File: config.mk
export PLATFORM = sky130hd
export DESIGN_NAME = countdown_mmss
export DESIGN_NICKNAME = d
export VERILOG_FILES = /design/src/rtl/countdown_mmss.sv
export SDC_FILE = /design/constraint.sdc
export NUM_CORES = 1
export LEC_CHECK = 0
export BUFFER_PORTS_ARGS = -buffer_cell sky130_fd_sc_hd__buf_2
export CORE_AREA = 10 10 70 72
export CTS_BUF_LIST = sky130_fd_sc_hd__clkbuf_4
export DETAILED_ROUTE_END_ITERATION = 10
export DIE_AREA = 0 0 80 82
export PLACE_DENSITY = 0.71
export SKIP_LAST_GASP = 1
export SLEW_MARGIN = 20
export SYNTH_ARGS = -nofsm -noshare
export SYNTH_HDL_FRONTEND = slang
export SYNTH_HIERARCHICAL = 1
export SYNTH_SLANG_ARGS = --single-unit
File: constraint.sdc
create_clock -name clock -period 7.2 [get_ports clock]
set_clock_uncertainty 0.05 [all_clocks]
set_input_delay 1.08 -clock clock [delete_from_list [all_inputs] [get_ports clock]]
set_output_delay 1.08 -clock clock [all_outputs]
set_load 0.01 [all_outputs]
File: src/rtl/countdown_mmss.sv
// countdown_mmss -- four-digit BCD MM:SS countdown (99:59 .. 00:00) for
// irrigation watering durations. Decrements once per 1 Hz tick while in RUN,
// pulses done on reaching 00:00, and flags rejected presets.
//
// Ports:
//   clock       system clock, rising edge
//   reset       asynchronous active-high reset
//   load        load preset_min/preset_sec (IDLE, PAUSED, EXPIRED only)
//   preset_min  BCD minutes preset {tens, units}
//   preset_sec  BCD seconds preset {tens, units}
//   start       start/resume request (level sampled)
//   stop        pause request (level sampled)
//   tick        one-clock-wide 1 Hz enable
//   min_bcd     current minutes, BCD
//   sec_bcd     current seconds, BCD
//   running     high while in RUN
//   done        one-cycle pulse on reaching 00:00 from RUN
//   preset_err  one-cycle pulse when a load was rejected

// One BCD digit of the borrow chain: decrements when borrow_in is set,
// wrapping to `wrap` at zero and passing the borrow on to the next digit.
module bcd_digit_dec (
    input  logic [3:0] digit,
    input  logic [3:0] wrap,
    input  logic       borrow_in,
    output logic [3:0] next_digit,
    output logic       borrow_out
);
    assign borrow_out = borrow_in && (digit == 4'd0);
    assign next_digit = !borrow_in       ? digit :
                        (digit == 4'd0)  ? wrap  : digit - 4'd1;
endmodule

module countdown_mmss (
    input  logic       clock,
    input  logic       reset,
    input  logic       load,
    input  logic [7:0] preset_min,
    input  logic [7:0] preset_sec,
    input  logic       start,
    input  logic       stop,
    input  logic       tick,
    output logic [7:0] min_bcd,
    output logic [7:0] sec_bcd,
    output logic       running,
    output logic       done,
    output logic       preset_err
);
    typedef enum logic [1:0] {IDLE, RUN, PAUSED, EXPIRED} state_t;

    localparam int NUM_DIG = 4;
    // Digit order: [0] sec units, [1] sec tens, [2] min units, [3] min tens.
    // Minutes tens wraps to 0, i.e. it stops there.
    localparam logic [NUM_DIG-1:0][3:0] WRAP = {4'd0, 4'd9, 4'd5, 4'd9};

    state_t                    state;
    logic [NUM_DIG-1:0][3:0]   digits;
    logic [NUM_DIG-1:0][3:0]   dec_digits;
    logic [NUM_DIG:0]          borrow;
    logic                      dec_zero;
    logic                      cnt_zero;
    logic                      preset_ok;

    assign borrow[0] = 1'b1;

    genvar g;
    generate
        for (g = 0; g < NUM_DIG; g++) begin : g_dig
            bcd_digit_dec u_dig (
                .digit      (digits[g]),
                .wrap       (WRAP[g]),
                .borrow_in  (borrow[g]),
                .next_digit (dec_digits[g]),
                .borrow_out (borrow[g+1])
            );
        end
    endgenerate

    assign dec_zero = (dec_digits == '0);
    assign cnt_zero = (digits == '0);

    // Every nibble a decimal digit, and seconds tens at most 5.
    assign preset_ok = (preset_min[7:4] <= 4'd9) && (preset_min[3:0] <= 4'd9) &&
                       (preset_sec[7:4] <= 4'd5) && (preset_sec[3:0] <= 4'd9);

    assign min_bcd = digits[3:2];
    assign sec_bcd = digits[1:0];

    always_ff @(posedge clock or posedge reset) begin
        if (reset) begin
            state      <= IDLE;
            digits     <= '0;
            running    <= 1'b0;
            done       <= 1'b0;
            preset_err <= 1'b0;
        end else begin
            done       <= 1'b0;
            preset_err <= 1'b0;
            case (state)
                RUN: begin
                    // load and start have no effect while counting.
                    if (stop) begin
                        state   <= PAUSED;
                        running <= 1'b0;
                    end else if (tick && !borrow[NUM_DIG]) begin
                        // borrow out of the top digit means 00:00; never
                        // decrement past it.
                        digits <= dec_digits;
                        if (dec_zero) begin
                            state   <= EXPIRED;
                            running <= 1'b0;
                            done    <= 1'b1;
                        end
                    end
                end
                default: begin
                    // stop outranks everything below it even where it has
                    // no effect of its own.
                    if (stop) begin
                        state <= state;
                    end else if (load) begin
                        if (preset_ok) begin
                            digits <= {preset_min, preset_sec};
                            if (state == EXPIRED) state <= IDLE;
                        end else begin
                            preset_err <= 1'b1;
                        end
                    end else if (start && state != EXPIRED && !cnt_zero) begin
                        state   <= RUN;
                        running <= 1'b1;
                    end
                end
            endcase
        end
    end
endmodule
==> metrics.txt, run 1 <==
Die Ht=82 um; net count reported at finish=266; clock share of power=9.4%; dominant cell type by area after synthesis=dfrtp_1; PwrDens=321 mW/mm^2; clock slew at reported path FFs=0.12 ns; Tmin final=3.40 ns; mux contribution to synthesized area=2.88%; Final TNS setup=0 ns; Max VDD drop=186 uV; post-DR wirelength/cell=15.2 um; crit path kind=reg -> reg; Num CTS Buffers=3; H-Tree Level Count=1; busiest grt layer=met2; Worst setup SP type=flop; leading cell types in the layout, fill and taps excluded=buf_2, dfrtp_1, conb_1; worst path required time=7.35 ns; CP endpoint kind=flop; Clock Latency Late Sink=0.29 ns; TritonCTS clock tree=yes; FF-to-FF End=sec_bcd[3]; DR vias=1,634; Max Cap Viol=0; met1 Usage GRT=16.3%; vias in the first global route=1,489; worst reg2reg path depth=11; Worst-Margin Slew=0.839 ns; post-synth top area share=30.2%; warnings from Yosys=6; IO Port Bufs=40; Reg power frac=40.1%; number of remaining DRC errors=0; Compound-Gate Fraction of Synth Area=26.9%; met2 Use GR=21.5%; syn_area_per_cell=9.15 um^2; antenna cells=0; via-per-instance ratio=5.69; Clock Sinks=21; die area=0.00656 mm^2; Antenna Violating Nets Remaining=0; Placer Congestion=0.770; status=finished clean; 1st-iter DRT viols=101; main combinational cell family by area after synthesis=simple AND/OR/NAND/NOR gates; Worst Hold Launch=running; RSZ-0062 raised after global routing=no; Initial Util=48.6%; I/O Pins=41; Synth Area in XOR/XNOR=0%; WHS Endpoint=running; Slew Limit Headroom=43.9%; leakage=0.859 nW; switching share of power=45.4%; worst hold margin=0.513 ns; Gate power share=50.5%; number of detailed-route iterations in the first pass=4; Setup Viol. Count Final=0; hold depth=1; Clock Tree Root=clkbuf_4; fin cells=287; pin count of the biggest net entering global routing=22; core footprint=0.00358 mm^2; die width=80 um; hpwl dp=3420 um; flops & latches, synth=21; Setup Buffers After CTS=0; Post-Synth Adder-Cell Area=2.88%; Simple-Gate Fraction of Synth Area=29.4%; Fmax=0.294 GHz; Global Route met3 Usage=3.93%; Sw Pwr=0.291 mW; DP Cell Count=283; Critical Path AT=3.55 ns; Max Slew Vio Count=0; CTS resizes=0; GRT Overall Usage=13.0%; Reg-to-Reg Start=sec_bcd[0]; sequential share of the synthesized area=30.2%; r2r setup slk=3.80 ns; most common cell after layout, fill and taps aside=buf_2; unique cell type count in the Yosys netlist=42; internal power=0.350 mW; Syn-to-layout area delta=14.8%; Netlist Area Pre-Place=0.00174 mm^2; final hold viol count=0; Row Count=22; first-pass GRT wire length=7040 um; layout cells sized above 1=24.3%; Worst Hold Class=reg -> reg; global route total overflow=0; final worst-path cycle share=47.2%; Clock Tree Buf Depth=2; antenna violations before repair=0; CP max FO=17; hold_buf cts=0; Routed WL=4360 um; largest cells by area after synthesis=dfrtp_1, o32a_1, o21a_1; synthesized instance count=190
[routing by layer]
| layer | part of all wire [%] | vias to the layer above | routed length, um |
|---|---|---|---|
| li1 | - | 821 | - |
| met1 | 46 | 779 | 2020 |
| met2 | 47 | 32 | 2030 |
| met3 | 6.7 | 2 | 290 |
| met4 | 0.30 | 0 | 13 |
| met5 | 0 | - | 0 |
[how the worst max path moves through the flow]
stage               startpoint    endpoint  slack [ns]  depth (start not counted)
global placement    sec_bcd[0]  sec_bcd[6]        3.91                         11
CTS                 sec_bcd[0]  min_bcd[5]        3.82                         11
detailed placement  sec_bcd[0]  min_bcd[5]        3.85                         11
floorplan           sec_bcd[0]  min_bcd[2]        4.05                         16
global route        sec_bcd[0]  min_bcd[7]        3.53                         11
finish              sec_bcd[0]  sec_bcd[3]        3.80                         11
[sequential cells by signal, indices dropped and copies added (netlist names)]
name	count
min_bcd	8
sec_bcd	8
state	2
done	1
preset_err	1
running	1
[stage by stage]
| step | setup slack, ns | power, mW | area [um^2] | utilization (%) |
|---|---|---|---|---|
| after CTS | 3.82 | 0.647 | 2000 | 55.8 |
| final | 3.80 | 0.642 | 2000 | 55.8 |
| after global routing | 3.53 | 0.700 | 2000 | 55.8 |
| after detailed placement | 3.85 | 0.585 | 1970 | 54.9 |
| after global placement | 3.91 | 0.582 | 1970 | 54.9 |
| after floorplan | 4.05 | 0.473 | 1790 | - |
[worst max-delay path: stages, from the launching register on]
cell	delay, ns
dfrtp_1	0.45
inv_1	0.10
ha_1	0.22
nor3b_4	0.26
and2_2	0.27
and2_2	0.27
and2_2	0.28
and2_2	0.16
nand2b_1	0.11
or3_1	0.50
o21ai_2	0.36
o21a_1	0.27
[power groups by stage]
stage	clock, mW	sequential (mW)	combinational, mW
2_1_floorplan	0	0.264	0.209
3_3_place_gp	0	0.261	0.321
3_5_place_dp	0	0.261	0.324
4_1_cts	0.0628	0.259	0.326
5_1_grt	0.0691	0.271	0.360
6_report	0.0601	0.258	0.324
[final cells by class]
| cell class | instances | area [um^2] |
|---|---|---|
| Sequential cell | 21 | 526 |
| Clock buffer | 4 | 30.0 |
| Multi-Input combinational cell | 164 | 1140 |
| Fill cell | 360 | 1580 |
| Tap cell | 48 | 60.1 |
| Timing Repair Buffer | 40 | 200 |
| Inverter | 10 | 37.5 |
[cell usage after synthesis, drive strengths merged]
cell type  count
a211oi         1
a21oi          9
a22o           1
a31oi          1
a41o           1
a41oi          1
and2           4
and2b          4
and3           4
and4           1
buf            9
clkbuf         1
conb           2
dfrtp         21
ha             4
inv           10
mux2i          5
nand2          9
nand2b         6
nand3          4
nand3b         1
nand4          3
nor2           8
nor2b          1
nor3          13
nor3b          4
nor4           7
nor4b          1
nor4bb         1
o211ai         4
o21a          15
o21ai          8
o221ai         4
o32a          15
o32ai          1
or3            1
or3b           4
or4            1
[kinds of logic (layout without fill, tap and decap cells)]
family / Yosys count / after routing
AOI/OAI and AO/OA: 61 / 61
adders and majority gates: 4 / 4
buffers and inverters: 20 / 54
DFF: 21 / 21
muxes: 5 / 5
other: 2 / 17
and+or+nand+nor: 77 / 77
Note: power is estimated with default switching activity, not from simulation.
==> run 2: changes to the inputs <==
PLACE_DENSITY = 0.74   (was 0.71)
clock period = 2.93 ns   (was 7.2 ns; I/O delays follow)
==> metrics.txt, run 2 (synthesis results as in run 1) <==
status=finished clean (unchanged); Fmax=0.352 GHz (was 0.294 GHz); most frequent CP cell=and2_4 (was and2_2); Clock Latency Late Sink=0.31 ns (was 0.29 ns); Gate power share=53.9% (was 50.5%); TritonCTS clock tree=yes (unchanged); clock share of power=8.8% (was 9.4%); Critical Path AT=3.01 ns (was 3.55 ns); Setup Viol. Count Final=0 (unchanged); clock slew at reported path FFs=0.13 ns (was 0.12 ns); post-DR wirelength/cell=16.0 um (was 15.2 um); crit path from=sec_bcd[0] (unchanged); hpwl dp=3610 um (was 3420 um); Worst setup SP type=flop (unchanged); critical path cell sequence=inv_1, ha_2, nor3b_4, and2_4, and2_4, and2_4, a21oi_1, nor4_1, a41oi_2, a22o_1 (was inv_1, ha_1, nor3b_4, and2_2, and2_2, and2_2, and2_2, nand2b_1, or3_1, o21ai_2, o21a_1); die width=80 um (unchanged); Worst-Margin Slew=0.841 ns (was 0.839 ns); global route total overflow=0 (unchanged); switching share of power=45.8% (was 45.4%); most common cell after layout, fill and taps aside=buf_2 (unchanged); GRT Overall Usage=14.1% (was 13.0%); r2r setup slk=0.09 ns (was 3.80 ns); vias in the first global route=1,602 (was 1,489); Clock Sinks=21 (unchanged); DR vias=1,712 (was 1,634); final worst-path cycle share=97.1% (was 47.2%); Reg-to-Reg Start=sec_bcd[0] (unchanged); Clock Tree Root=clkbuf_4 (unchanged); via-per-instance ratio=5.76 (was 5.69); Final Cell Area=0.00211 mm^2 (was 0.00200 mm^2); Critical Path Sink=running (was sec_bcd[3]); Reg power frac=37.3% (was 40.1%); crit path kind=reg -> reg (unchanged); CP endpoint kind=flop (unchanged); antenna violations before repair=0 (unchanged); Sw Pwr=0.755 mW (was 0.291 mW); Final TNS setup=0 ns (unchanged); Max VDD drop=405 uV (was 186 uV); Row Count=22 (unchanged); CP max FO=10 (was 17); Max Cap Viol=0 (unchanged); net count reported at finish=276 (was 266); Syn-to-layout area delta=21.7% (was 14.8%); Critical-path top delay cell=nor4_1 (was or3_1); leakage=0.908 nW (was 0.859 nW); H-Tree Level Count=1 (unchanged); worst reg2reg path depth=10 (was 11); Clock Tree Buf Depth=2 (unchanged); Placed Area=0.00203 mm^2 (was 0.00197 mm^2); IO Port Bufs=40 (unchanged); antenna cells=0 (unchanged); Worst Hold Class=in -> async (was reg -> reg); number of remaining DRC errors=0 (unchanged); final hold viol count=0 (unchanged); Placer Congestion=0.868 (was 0.770); first-pass GRT wire length=7490 um (was 7040 um); RSZ-0062 raised after global routing=yes (was no); Fill cells=344 (was 360); CP max stage delay=0.54 ns (was 0.50 ns); Antenna Violating Nets Remaining=0 (unchanged); die area=0.00656 mm^2 (unchanged); Die Ht=82 um (unchanged); pin count of the biggest net entering global routing=22 (unchanged); Tmin final=2.84 ns (was 3.40 ns); leading cell types in the layout, fill and taps excluded=buf_2, dfrtp_1, conb_1 (unchanged); Routed WL=4750 um (was 4360 um); Max Slew Vio Count=0 (unchanged); PwrDens=781 mW/mm^2 (was 321 mW/mm^2); internal power=0.896 mW (was 0.350 mW); 1st-iter DRT viols=126 (was 101); core footprint=0.00358 mm^2 (unchanged); Slew Limit Headroom=43.9% (about the same); Num CTS Buffers=3 (unchanged); Initial Util=48.6% (unchanged); number of detailed-route iterations in the first pass=5 (was 4); I/O Pins=41 (unchanged); worst path required time=3.09 ns (was 7.35 ns); FF-to-FF End=running (was sec_bcd[3]); layout cells sized above 1=30.1% (was 24.3%)
## run 2: changes by cell type in the layout (fill, tap and decap cells not counted), moves of 2 or more
cell	before	now
nor4_2	0	2
buf_4	0	10
and2_2	4	0
nor4_1	7	5
and2_4	0	4
## run 2: stage by stage
stage	hold WS, ns	power, mW	util, %	worst slack [ns]	instances
2_1_floorplan	0.366	1.17	-	0.0185	205
3_3_place_gp	0.480	1.46	56.6	0.128	289
3_5_place_dp	0.487	1.48	56.6	0.0699	289
4_1_cts	0.250	1.63	57.4	0.0601	293
5_1_grt	0.278	1.78	59.1	-0.0182	297
6_report	0.219	1.65	59.1	0.0859	297
## run 2: worst max-delay path: cells and delay by family, from the launching register on
family	cells	cell delay, ns
AO/OA/AOI/OAI	3	0.55
AND/OR/NAND/NOR	5	1.42
adder cells (fa/ha/maj)	1	0.21
flip-flops	1	0.44
buffers and inverters	1	0.08
## run 2: how the worst min path moves through the flow
stage                     slack [ns]  cells past startpoint          to
after floorplan                 0.37                      1        done
after global placement          0.48                      1     running
after detailed placement        0.49                      1     running
after CTS                       0.25                      2  min_bcd[5]
after global routing            0.28                      2  min_bcd[5]
final                           0.22                      2  min_bcd[5]
## run 2: area by class of cell
cell class              instances  area [um^2]  area share (%)
clock buffers                   3         22.5            1.07
well taps                      48         60.1            2.84
inverters                      10         37.5            1.78
flip-flops and latches         21          527            24.9
clock inverters                 1         5.00           0.237
multi-input cells             164         1190            56.2
repair buffers                 50          275            13.0
## run 2: per-layer routing
layer | global-route usage, % | part of all wire, % | wire length (um) | vias up
met5 | 0 | 0 | 0 | -
met4 | 4.58 | 0.57 | 27 | 0
met3 | 3.17 | 6.1 | 290 | 2
met2 | 24.6 | 49 | 2330 | 52
met1 | 16.8 | 44 | 2090 | 818
li1 | - | - | - | 840
## run 2: what timing repair did
action,CTS,global route
hold buffers,0,0
endpoints found under the setup margin,0,17
resized for setup,0,5
buffers inserted,0,4
## run 2: power groups by stage
| stage | Sequential (mW) | Clock [mW] | Combinational [mW] |
|---|---|---|---|
| after floorplan | 0.650 | 0 | 0.519 |
| after global placement | 0.620 | 0 | 0.837 |
| after detailed placement | 0.625 | 0 | 0.851 |
| after CTS | 0.618 | 0.153 | 0.857 |
| after global routing | 0.641 | 0.163 | 0.979 |
| final | 0.616 | 0.145 | 0.890 |
